`config.mk`:
```
export PLATFORM = sky130hd
export DESIGN_NAME = mac_sample_sequencer_flat
export DESIGN_NICKNAME = d
export VERILOG_FILES = /design/src/rtl/mac_sample_sequencer_pkg.sv /design/src/rtl/mac_sample_sequencer_if.sv /design/src/rtl/mac_sample_sequencer_fifo.sv /design/src/rtl/mac_sample_sequencer.sv /design/src/flat_wrapper.sv
export SDC_FILE = /design/constraint.sdc
export NUM_CORES = 1
export LEC_CHECK = 0
export BUFFER_PORTS_ARGS = -buffer_cell sky130_fd_sc_hd__buf_2
export CAP_MARGIN = 25
export CORE_MARGIN = 2
export CORE_UTILIZATION = 58
export CTS_CLUSTER_DIAMETER = 60
export CTS_CLUSTER_SIZE = 24
export DETAILED_ROUTE_END_ITERATION = 8
export PLACE_DENSITY = 0.79
export SLEW_MARGIN = 20
export SYNTH_ARGS = -nofsm -noshare
export SYNTH_HDL_FRONTEND = slang
export SYNTH_SLANG_ARGS = --single-unit
```
`constraint.sdc`:
```
create_clock -name clk -period 2.3 [get_ports clk]
set_input_delay 0.575 -clock clk [delete_from_list [all_inputs] [get_ports clk]]
set_output_delay 0.575 -clock clk [all_outputs]
set_load 0.03 [all_outputs]
```
`src/rtl/mac_sample_sequencer_pkg.sv`:
```
// Shared types and helpers for the MAC sample sequencer: FSM state encoding,
// a constant-evaluable ceiling log2 and the drop counter width.
package mac_seq_pkg;

  typedef enum logic [1:0] {
    IDLE  = 2'd0,
    LOAD  = 2'd1,
    RUN   = 2'd2,
    FLUSH = 2'd3
  } seq_state_t;

  localparam int DROP_CNT_W = 8;

  function automatic int CeilLog2(input int value);
    int result;
    result = 0;
    for (int i = 0; i < 31; i++) begin
      if ((1 << i) < value) result = i + 1;
    end
    return result;
  endfunction

endpackage

```
`src/rtl/mac_sample_sequencer_if.sv`:
```
// Sample-in / MAC-out bundle of the sequencer. The master side feeds ADC samples,
// the slave side is the sequencer. drop_count exists only with SEQ_DROP_COUNT_EN.
interface mac_sample_sequencer_if
  import mac_seq_pkg::*;
#(
  parameter int WORD_LENGTH = 16,
  parameter int NUM_TAPS    = 32
);

  logic [WORD_LENGTH-1:0]        in_data;
  logic                          in_strobe;
  logic                          clear_ovf;
  logic [WORD_LENGTH-1:0]        mac_data;
  logic                          mac_enable;
  logic                          mac_sync_reset;
  logic [CeilLog2(NUM_TAPS)-1:0] tap_index;
  logic                          busy;
  logic                          overflow;
`ifdef SEQ_DROP_COUNT_EN
  logic [DROP_CNT_W-1:0]         drop_count;
`endif

  modport master (
`ifdef SEQ_DROP_COUNT_EN
    input  drop_count,
`endif
    output in_data, in_strobe, clear_ovf,
    input  mac_data, mac_enable, mac_sync_reset, tap_index, busy, overflow
  );

  modport slave (
`ifdef SEQ_DROP_COUNT_EN
    output drop_count,
`endif
    input  in_data, in_strobe, clear_ovf,
    output mac_data, mac_enable, mac_sync_reset, tap_index, busy, overflow
  );

endinterface

```
`src/rtl/mac_sample_sequencer_fifo.sv`:
```
// Register-based sample FIFO. A push while full is accepted only when a pop
// frees the head slot in the same cycle.
module sample_fifo
  import mac_seq_pkg::*;
#(
  parameter int WORD_LENGTH = 16,
  parameter int FIFO_DEPTH  = 4
) (
  input  logic                                clk,
  input  logic                                reset,
  input  logic                                push,
  input  logic                                pop,
  input  logic [WORD_LENGTH-1:0]              din,
  output logic [WORD_LENGTH-1:0]              dout,
  output logic                                empty,
  output logic                                full,
  output logic [CeilLog2(FIFO_DEPTH):0]       count
);

  localparam int PTR_W = CeilLog2(FIFO_DEPTH);
  localparam int CNT_W = PTR_W + 1;

  logic [WORD_LENGTH-1:0] mem [FIFO_DEPTH];
  logic [PTR_W-1:0]       wr_ptr;
  logic [PTR_W-1:0]       rd_ptr;
  logic                   do_push;
  logic                   do_pop;

  assign empty   = (count == '0);
  assign full    = (count == CNT_W'(FIFO_DEPTH));
  assign do_pop  = pop && !empty;
  assign do_push = push && (!full || do_pop);
  assign dout    = mem[rd_ptr];

  always_ff @(posedge clk) begin
    if (do_push) mem[wr_ptr] <= din;
  end

  // Pointers wrap naturally because FIFO_DEPTH is a power of two.
  always_ff @(posedge clk or negedge reset) begin
    if (!reset) begin
      wr_ptr <= '0;
      rd_ptr <= '0;
      count  <= '0;
    end else begin
      if (do_push) wr_ptr <= wr_ptr + PTR_W'(1);
      if (do_pop)  rd_ptr <= rd_ptr + PTR_W'(1);
      case ({do_push, do_pop})
        2'b10:   count <= count + CNT_W'(1);
        2'b01:   count <= count - CNT_W'(1);
        default: count <= count;
      endcase
    end
  end

endmodule

```
`src/rtl/mac_sample_sequencer.sv`:
```
// Buffers ADC samples and replays each one to the FIR MAC for NUM_TAPS enable
// cycles followed by a frame pulse. Optional SEQ_DROP_COUNT_EN adds drop_count.
module mac_sample_sequencer
  import mac_seq_pkg::*;
#(
  parameter int WORD_LENGTH = 16,
  parameter int NUM_TAPS    = 32,
  parameter int FIFO_DEPTH  = 4
) (
  input  logic                   clk,
  input  logic                   reset,
  mac_sample_sequencer_if.slave  bus
);

  localparam int TAP_W = CeilLog2(NUM_TAPS);
  localparam int CNT_W = CeilLog2(FIFO_DEPTH) + 1;
  localparam logic [TAP_W-1:0] TAP_LAST = TAP_W'(NUM_TAPS - 1);

  seq_state_t             state;
  logic [TAP_W-1:0]       tap_count;
  logic [WORD_LENGTH-1:0] mac_data_q;
  logic                   enable_q;
  logic                   sync_q;
  logic                   overflow_q;

  logic [WORD_LENGTH-1:0] fifo_dout;
  logic                   fifo_empty;
  logic                   fifo_full;
  logic [CNT_W-1:0]       fifo_count;
  logic                   pop;
  logic                   drop;

  assign pop  = (state == LOAD);
  assign drop = bus.in_strobe && fifo_full && !pop;

  sample_fifo #(
    .WORD_LENGTH (WORD_LENGTH),
    .FIFO_DEPTH  (FIFO_DEPTH)
  ) u_fifo (
    .clk   (clk),
    .reset (reset),
    .push  (bus.in_strobe),
    .pop   (pop),
    .din   (bus.in_data),
    .dout  (fifo_dout),
    .empty (fifo_empty),
    .full  (fifo_full),
    .count (fifo_count)
  );

  // The tap counter is zero outside RUN, so it drives tap_index directly.
  always_ff @(posedge clk or negedge reset) begin
    if (!reset) begin
      state      <= IDLE;
      tap_count  <= '0;
      mac_data_q <= '0;
      enable_q   <= 1'b0;
      sync_q     <= 1'b0;
    end else begin
      case (state)
        IDLE: begin
          if (!fifo_empty) state <= LOAD;
        end
        LOAD: begin
          mac_data_q <= fifo_dout;
          tap_count  <= '0;
          enable_q   <= 1'b1;
          state      <= RUN;
        end
        RUN: begin
          if (tap_count == TAP_LAST) begin
            tap_count <= '0;
            enable_q  <= 1'b0;
            sync_q    <= 1'b1;
            state     <= FLUSH;
          end else begin
            tap_count <= tap_count + TAP_W'(1);
          end
        end
        FLUSH: begin
          sync_q <= 1'b0;
          state  <= fifo_empty ? IDLE : LOAD;
        end
        default: state <= IDLE;
      endcase
    end
  end

  // A drop in the same cycle as clear_ovf keeps the flag set.
  always_ff @(posedge clk or negedge reset) begin
    if (!reset) begin
      overflow_q <= 1'b0;
    end else if (drop) begin
      overflow_q <= 1'b1;
    end else if (bus.clear_ovf) begin
      overflow_q <= 1'b0;
    end
  end

`ifdef SEQ_DROP_COUNT_EN
  logic [DROP_CNT_W-1:0] drop_q;

  always_ff @(posedge clk or negedge reset) begin
    if (!reset) begin
      drop_q <= '0;
    end else if (bus.clear_ovf) begin
      drop_q <= drop ? DROP_CNT_W'(1) : '0;
    end else if (drop && (drop_q != '1)) begin
      drop_q <= drop_q + DROP_CNT_W'(1);
    end
  end

  assign bus.drop_count = drop_q;
`endif

  assign bus.mac_data       = mac_data_q;
  assign bus.mac_enable     = enable_q;
  assign bus.mac_sync_reset = sync_q;
  assign bus.tap_index      = tap_count;
  assign bus.overflow       = overflow_q;
  assign bus.busy           = (state != IDLE) || (fifo_count != '0);

endmodule

```
`src/flat_wrapper.sv`:
```
// flat-port wrapper written by rule: the top's interface ports become plain ports
module mac_sample_sequencer_flat import mac_seq_pkg::*;
#(
  parameter int WORD_LENGTH = 16,
  parameter int NUM_TAPS    = 32,
  parameter int FIFO_DEPTH  = 4
)
  (clk, reset, bus_in_data, bus_in_strobe, bus_clear_ovf, bus_mac_data, bus_mac_enable, bus_mac_sync_reset, bus_tap_index, bus_busy, bus_overflow);
  mac_sample_sequencer_if #(.WORD_LENGTH(WORD_LENGTH), .NUM_TAPS(NUM_TAPS)) bus_i ();
  input  logic clk;
  input  logic reset;
  input wire logic [$bits(bus_i.in_data)-1:0] bus_in_data;
  input wire logic [$bits(bus_i.in_strobe)-1:0] bus_in_strobe;
  input wire logic [$bits(bus_i.clear_ovf)-1:0] bus_clear_ovf;
  output wire logic [$bits(bus_i.mac_data)-1:0] bus_mac_data;
  output wire logic [$bits(bus_i.mac_enable)-1:0] bus_mac_enable;
  output wire logic [$bits(bus_i.mac_sync_reset)-1:0] bus_mac_sync_reset;
  output wire logic [$bits(bus_i.tap_index)-1:0] bus_tap_index;
  output wire logic [$bits(bus_i.busy)-1:0] bus_busy;
  output wire logic [$bits(bus_i.overflow)-1:0] bus_overflow;
  assign bus_i.in_data = bus_in_data;
  assign bus_i.in_strobe = bus_in_strobe;
  assign bus_i.clear_ovf = bus_clear_ovf;
  assign bus_mac_data = bus_i.mac_data;
  assign bus_mac_enable = bus_i.mac_enable;
  assign bus_mac_sync_reset = bus_i.mac_sync_reset;
  assign bus_tap_index = bus_i.tap_index;
  assign bus_busy = bus_i.busy;
  assign bus_overflow = bus_i.overflow;
  mac_sample_sequencer #(.WORD_LENGTH(WORD_LENGTH), .NUM_TAPS(NUM_TAPS), .FIFO_DEPTH(FIFO_DEPTH)) u_core (.clk(clk), .reset(reset), .bus(bus_i));
endmodule
```
Yosys cells after proc, flatten, opt, wreduce, memory -nomap -nowiden. Memories as Yosys holds them, arrays and structs flattened. A register that Yosys moved wholly into a read port is not among the register bits. Cells that the tools add are included.

Equality and inequality tests: 9. $add $sub $neg: 5. Reduce and logical (&&, ||, !) cells: 21. Mux-type cells: 15.

Operator list (count): 5-bit one-hot mux with 2 select lines (1); 2-bit nonzero test (5); 2-bit one-hot mux with 4 select lines (1); 1-bit two-way mux (7); 2-bit == test (second input constant) (3); 3-bit one-hot mux with 2 select lines (1); 2-bit AND reduction (3); 5-bit by 1-bit adder with 5-bit output (second input constant) (1); 5-bit == test (second input constant) (1); 5-bit two-way mux (1); 2-bit by 1-bit adder with 2-bit output (second input constant) (2); 2-bit by 1-bit == test with 1-bit output (second input constant) (2); 1-bit logical AND (4); 1-bit zero test (4); 2-bit two-way mux (2); 1-bit one-hot mux with 2 select lines (2); 3-bit by 1-bit adder with 3-bit output (second input constant) (1); 3-bit == test (second input constant) (1); 3-bit zero test (1); 3-bit nonzero test (1); 3-bit by 1-bit subtractor with 3-bit output (second input constant) (1); 2-bit zero test (1); 1-bit logical OR (2); 2-bit by 1-bit inequality test with 1-bit output (second input constant) (1); 2-bit inequality test (second input constant) (1).

Logic and storage cells: 59. Memories kept: 1. Flip-flop bits (word level): 17. Bits in writable memories: 64. Input bits: 20.

Memory list: u_core.u_fifo.mem (depth 4, width 16, rd ports 1, clocked after Yosys merged registers in 1, write ports 1, RTL line mac_sample_sequencer_fifo.sv:23) `logic [WORD_LENGTH-1:0] mem [FIFO_DEPTH];`.

Depth between registers and ports, before layout. Gate-level depths: netlist of the first run.

Word-level depth: 7. Mapped depth: 8.

By module. Synthesis of the first run repeated with hierarchy kept, for this count alone.

Cell total of the unflattened synthesis: 226. Area, all modules: 4037.6 um^2.

Modules (own cells, without submodules): sample_fifo (times used 1, sequential area each 2097.0 um^2, cells each 136, area each 2822.7 um^2); mac_sample_sequencer (times used 1, sequential area each 650.6 um^2, cells each 90, area each 1214.9 um^2).

Worst setup path after synthesis of the first run. No wires, ideal clock.

Kind: input to register. Start point: input port bus_in_strobe. End point: memory u_core.u_fifo.mem[0][0] (enable). Arrival: 1.648 ns. Path buffers: 1. Setup time: 0.374 ns. Required time: 1.926 ns. Setup slack: 0.278 ns. Stages on the path: 3. Cells stage by stage: clkbuf_1 nor2b_1 and2_1.

Cells in the longest elaborated chain, start to end: 3.

RTL lines: start, declared (RTL line flat_wrapper.sv:13) `input wire logic [$bits(bus_i.in_strobe)-1:0] bus_in_strobe;`; 1-bit logical AND (RTL line mac_sample_sequencer_fifo.sv:32) `assign do_push = push && (!full || do_pop);`; 1-bit two-way mux (RTL line mac_sample_sequencer_fifo.sv:36) `if (do_push) mem[wr_ptr] <= din;`; 1-bit two-way mux (not written as such) (RTL line mac_sample_sequencer_fifo.sv:36); end, declared (RTL line mac_sample_sequencer_fifo.sv:23).

No other way between the ends.

Worst setup path after layout of the first run.
Start point: register u_core.state[1]. End point: register u_core.u_fifo.count[2].

Cells in the longest elaborated chain, start to end: 6.

RTL lines: start, declared (RTL line mac_sample_sequencer.sv:19) `seq_state_t state;`; start signal, assigned (RTL line mac_sample_sequencer.sv:82) `state <= fifo_empty ? IDLE : LOAD;`; 2-bit by 1-bit == test with 1-bit output (*) (RTL line mac_sample_sequencer.sv:33) `assign pop = (state == LOAD);`; 1-bit logical AND (*) (RTL line mac_sample_sequencer_fifo.sv:31) `assign do_pop = pop && !empty;`; 1-bit logical OR (RTL line mac_sample_sequencer_fifo.sv:32); 1-bit logical AND (RTL line mac_sample_sequencer_fifo.sv:32); 2-bit by 1-bit == test with 1-bit output / 2-bit == test (equally long branches) (RTL line mac_sample_sequencer_fifo.sv:48) `case ({do_push, do_pop})`; 3-bit one-hot mux with 2 select lines / 2-bit nonzero test (equally long branches); end signal, assigned (RTL line mac_sample_sequencer_fifo.sv:49) `2'b10: count <= count + CNT_W'(1);`; end signal, assigned (RTL line mac_sample_sequencer_fifo.sv:50) `2'b01: count <= count - CNT_W'(1);`; end signal, assigned (RTL line mac_sample_sequencer_fifo.sv:51) `default: count <= count;`; end, declared (RTL line mac_sample_sequencer_fifo.sv:17) `output logic [CeilLog2(FIFO_DEPTH):0] count`.

Mark *: on every way between the ends. The rest lies on a longest branch, timed or not. A chain may end at the register's enable or synchronous reset.

==> metrics, run 1 <==
status finished clean; CTS Buffer Depth 2; area delta synth->final 14.4%; HP Class primary input to asynchronous set/reset pin; area leader, netlist edfxtp_1; dominant synthesized flop cell edfxtp_1; Num CTS Buffers 9; area of the die 7580 um2; Fin Setup TNS 0 ns; synth top area cells edfxtp_1, dfrtp_1, mux4_1, mux4_2, ha_1; Slew headroom 47.9%; core box area 6720 um2; commonest non-fill, non-tap cell in the layout edfxtp_1; IO Count 45; hold_buf cts 0; Synth Cell Area 4000 um2; share of cells above drive strength 1 35.7%; PortBufs 44; CP Cell Sequence inv_1 -> ha_2 -> o31a_1 -> nand2b_1 -> fa_1 -> nand2b_1 -> o32ai_2 -> xor2_1; Total Routing Usage GR 18.6%; largest net degree at the start of global routing 34; pre-CTS setup slack 0.142 ns; Hold WS 0.297 ns; Antenna Violating Nets Remaining 0; syn_area_per_cell 18.3 um2; Req. time, crit path 2.58 ns; Setup crit end kind flip-flop; Max-Cap Viols 0; r2r endpoint u_core.u_fifo.count[2]; clk slew on worst S/H paths 0.09 ns; fin crit period 2.10 ns; vias in the first global route roughly 2.1k; post-route worst setup slack 0.199 ns; internal reg-to-reg setup slack ~0.20 ns; static leakage around 1.9 nW; clk_skew 0.0113 ns; synthesis-stage register bit count 97; die height around 87 um; Worst-Skew Late Latency approximately 0.35 ns; Detailed Route WL around 6400 um; DRC Markers 0; critical path arrival 2.38 ns; final count of hold timing violations 0; fin crit share 91.4%; register area share after synthesis approximately 69%; Buffers & Inverters on Critical Path 1; RSZ-0062 raised after global routing false; Worst Max-Slew Pin Slew 0.781 ns; average wire per standard cell between 15 and 20 um; post-layout util 68.2%; final cell count without fillers 366; drt pass-1 iters 4; initial DRC count 139; number of enable flip-flop cells after synthesis 64; Crit path max-delay family adder cells; r2r worst-path depth 8; CP Class flip-flop to flip-flop; most frequent cells in the layout edfxtp_1, buf_2, dfrtp_1; setup violators final 0; n_diodes 0; placed wire-length estimate 4360 um; die outline width 87.1 um; crit path to u_core.u_fifo.count[2]; ys async rst share approximately 34%; root buffer cell clkbuf_8; H-tree levels 3; routability cong. just under 0.8; grt total ovfl 0; Power Density 1330 nW/um2; row count 30; Crit path top cell by count nand2b_1; crit-path max cell delay 0.43 ns; CP Launch Type flip-flop; Worst VDD drop 677 uV; Via density 5.66; global-route wire length before repair 10,400 um; final slew viol count 0; Initial Utilization 59.6%; Mapped Cells 219; Crit. Startpoint u_core.state[1]; slowest cell on the critical path dfrtp_1; Filler cells between 400 and 500; initial antenna violation count 0; vias between 2k and 2.5k; Yosys top cell area share 48.0%; Num Clock Sinks 97; Levels on crit path 8; fmax between 0.4 and 0.5 GHz; syn_nets 251; CP Max Fanout 4; count of cell types in the netlist 39; CTS tree built; Placed Cells incl. Taps 349; Final #Nets 314; FF-to-FF Start u_core.state[1]; Yosys warning count 0
-- cell usage after synthesis (all sizes together), types with 2 or more instances --
| master | n |
|---|---|
| nor2 | 2 |
| nand3 | 4 |
| nand3b | 2 |
| o31a | 2 |
| mux2 | 17 |
| buf | 5 |
| clkbuf | 3 |
| nand2b | 3 |
| nor2b | 2 |
| inv | 12 |
| and2 | 4 |
| xor2 | 4 |
| nor3 | 2 |
| o2111ai | 2 |
| ha | 11 |
| edfxtp | 64 |
| dfrtp | 33 |
| and3 | 2 |
| xnor2 | 2 |
| nand2 | 5 |
| mux4 | 16 |
| mux2i | 3 |
| o21ai | 7 |
-- worst min path at each step --
stage,to,cells after the start
after floorplan,u_core.bus.mac_data[0],0
after global placement,u_core.bus.mac_enable,2
after detailed placement,u_core.bus.mac_enable,2
after CTS,u_core.bus.tap_index[2],1
after global routing,u_core.u_fifo.count[1],1
final,u_core.u_fifo.count[2],1
-- per-stage QoR --
step	area (um2)	power, mW
global placement	4370	4.97
floorplan	4000	4.42
CTS	4550	6.09
global route	4580	6.44
finish	4580	6.07
detailed placement	4370	5.05
-- per-layer routing --
layer	part of all wire (%)	global-route usage, %	routed length, um
met1	42	23.6	2690
met2	54	31.9	3430
met3	3.1	4.08	199
met4	1.3	6.53	85
met5	0	0	0
-- report_power, final --
group	internal, mW	switching, mW
sequential	2.38	0.274
clock	0.492	0.548
combinational	1.11	1.26
total	3.98	2.09
-- sequential cells by signal, summed over array words and instances, names as in the netlist --
name                       cells
u_core.u_fifo.rd_ptr           2
u_core.bus.mac_enable          1
u_core.u_fifo.wr_ptr           2
u_core.bus.mac_sync_reset      1
u_core.u_fifo.mem             64
u_core.u_fifo.count            3
u_core.bus.tap_index           5
u_core.state                   2
u_core.bus.overflow            1
u_core.bus.mac_data           16
-- cell type report --
type	instances	area (um2)	area share, %
well taps	80	100	2.19
multi-input cells	102	1160	25.4
clock buffers	9	124	2.70
repair buffers	60	340	7.43
flip-flops and latches	97	2750	60.0
inverters	12	45.0	0.984
clock inverters	6	58.8	1.28
-- what timing repair did --
action                     4_1_cts  5_1_grt
gates resized for setup          0        2
setup buffers                    0        2
setup endpoints to repair        0        1
-- kinds of logic (layout without fill, tap and decap cells) --
group           after synthesis  in the layout  synth area share, %
compound gates               19             19                 3.31
xor+xnor                      6              6                 1.31
fa+ha+maj                    12             12                 3.94
buf+inv                      20             87                 2.56
flops                        97             97                 68.6
mux                          36             36                 16.0
simple gates                 29             29                 4.22
Power figures use the tool's default switching activity.
==> run 2, diff against run 1 <==
- clock period: 2.3 -> 2.18 ns (I/O delays scaled with it)
==> run 2 against run 1 <==
Via count shrank 2.2%. Worst setup slack worse by 0.023 ns. Largest cell class unchanged. Count of clock-buffer cells in the layout is 1 higher. Clock skew is essentially flat.
==> metrics, run 2 (same netlist as run 1, synthesis figures left out) <==
average wire per standard cell 17.1 um (-2.0%); Via density 5.53 (-2.2%); CP Class flip-flop to flip-flop; r2r worst-path depth 8 (unchanged); Power Density 1380 nW/um2 (+4.4%); Max-Cap Viols 0 (unchanged); largest net degree at the start of global routing 34 (unchanged); RSZ-0062 raised after global routing false; Num CTS Buffers 9 (unchanged); placed wire-length estimate 4350 um (-0.43%); initial antenna violation count 0 (unchanged); die outline width 87.1 um (unchanged); routability cong. 0.791 (+1.8%); Req. time, crit path 2.46 ns (-0.12 ns); DRC Markers 0 (unchanged); area delta synth->final 13.9%; vias in the first global route 2,055 (-2.3%); Crit. Startpoint u_core.state[1]; PortBufs 44 (unchanged); vias 2,025 (-2.2%); status finished clean; Slew headroom 50.4% (+2.5 points); row count 30 (unchanged); CP Launch Type flip-flop; Worst VDD drop 655 uV (-3.1%); root buffer cell clkbuf_8; setup violators final 0 (unchanged); share of cells above drive strength 1 36.0% (+0.35 points); fin crit share 91.9% (+0.58 points); critical path arrival 2.29 ns (-0.09 ns); most frequent cells in the layout edfxtp_1, buf_2, dfrtp_1; Detailed Route WL 6270 um (-2.0%); final count of hold timing violations 0 (unchanged); max FFs per register 64 (unchanged); Fin Setup TNS 0 ns (unchanged); fin crit period 2.00 ns (-0.0970 ns); Seq pwr share 43.8% (about the same); Worst-Skew Late Latency 0.35 ns (about the same); CTS tree built; area of the die 7580 um2 (unchanged); initial DRC count 121 (-13%); Initial Utilization 59.6% (unchanged); post-layout util 67.9% (-0.30 points); H-tree levels 3 (unchanged); HP Class primary input to asynchronous set/reset pin; static leakage 1.83 nW (-1.3%); FF-to-FF Start u_core.state[1]; final slew viol count 0 (unchanged); n_diodes 0 (unchanged); die height 87.1 um (unchanged); CP Max Fanout 4 (unchanged); Total Routing Usage GR 18.3% (-0.30 points); commonest non-fill, non-tap cell in the layout edfxtp_1; Comb pwr share 40.3% (+1.1 points); Antenna Violating Nets Remaining 0 (unchanged); fmax 0.499 GHz (+4.8%); Num Clock Sinks 97 (unchanged); Setup crit end kind flip-flop; net switching power figure 2.22 mW (+6.2%); drt pass-1 iters 4 (unchanged); core box area 6720 um2 (unchanged); global-route wire length before repair 10,200 um (-1.9%); IO Count 45 (unchanged); grt total ovfl 0 (unchanged); Final #Nets 313 (-0.32%); Reg with most FFs u_core.u_fifo.mem; clk slew on worst S/H paths 0.09 ns (about the same); clk_skew 0.0110 ns (-0.000325 ns); Sw Share 35.1% (+0.77 points); clock power share 16.0% (-1.1 points); internal power 4.09 mW (+2.7%); CTS Buffer Depth 2 (unchanged); Worst Max-Slew Pin Slew 0.744 ns (-0.0370 ns)
==> run 2: final timing paths <==
check | end | slack (ns)
hold / removal | u_core.bus.overflow | 0.25
min in group clk | u_core.bus.overflow | 0.38
setup / recovery | u_core.u_fifo.count[2] | 0.18
setup reg to reg | u_core.u_fifo.count[2] | 0.18
max in group asynchronous | u_core.u_fifo.rd_ptr[0] | 1.45
hold reg to reg | u_core.bus.mac_enable | 0.48
==> run 2: cell type report <==
class                   count  area (um2)
fillers                   467        2160
flip-flops and latches     97        2750
clock inverters             6        42.5
multi-input cells         102        1160
well taps                  80         100
inverters                  12        45.0
clock buffers              10         128
repair buffers             59         333
==> run 2: power by group through the flow <==
stage	combinational (mW)	clock, mW	sequential (mW)
final	2.54	1.01	2.76
after global routing	2.78	1.12	2.81
after CTS	2.56	1.04	2.76
after detailed placement	2.56	0	2.80
after global placement	2.49	0	2.78
after floorplan	1.57	0	3.09
==> run 2: per-stage QoR <==
| stage | hold WS, ns | instance area [um2] | total power [mW] | setup WS [ns] | instances |
|---|---|---|---|---|---|
| after floorplan | 0.249 | 4000 | 4.66 | 0.186 | 219 |
| after global placement | 0.466 | 4380 | 5.27 | 0.187 | 350 |
| after detailed placement | 0.471 | 4380 | 5.36 | 0.0897 | 350 |
| after CTS | 0.279 | 4550 | 6.36 | 0.0728 | 366 |
| after global routing | 0.322 | 4560 | 6.72 | 0.0256 | 366 |
| final | 0.251 | 4560 | 6.31 | 0.176 | 366 |
==> run 2: routing by layer <==
| metal | part of all wire, % | routed length (um) | up-vias | global-route usage [%] |
|---|---|---|---|---|
| met5 | 0 | 0 | - | 0 |
| met4 | 0.65 | 41 | 0 | 4.12 |
| met3 | 3.2 | 202 | 6 | 5.12 |
| met2 | 53 | 3320 | 34 | 30.6 |
| met1 | 43 | 2710 | 1020 | 24.3 |
| li1 | - | - | 965 | - |
==> run 2: timing repair <==
item                                    4_1_cts  5_1_grt
setup buffers                                 0        0
gates resized for setup                       0        3
endpoints found under the setup margin        0        1
hold buffers                                  0        0
==> run 2: worst max-delay path, stage by stage (launching register included) <==
cell and delay (ns):
dfrtp_1 0.43, inv_2 0.10, ha_2 0.22, o31a_1 0.16, nand2b_1 0.07, fa_1 0.40
nand2b_1 0.17, o32ai_2 0.23, xor2_1 0.16
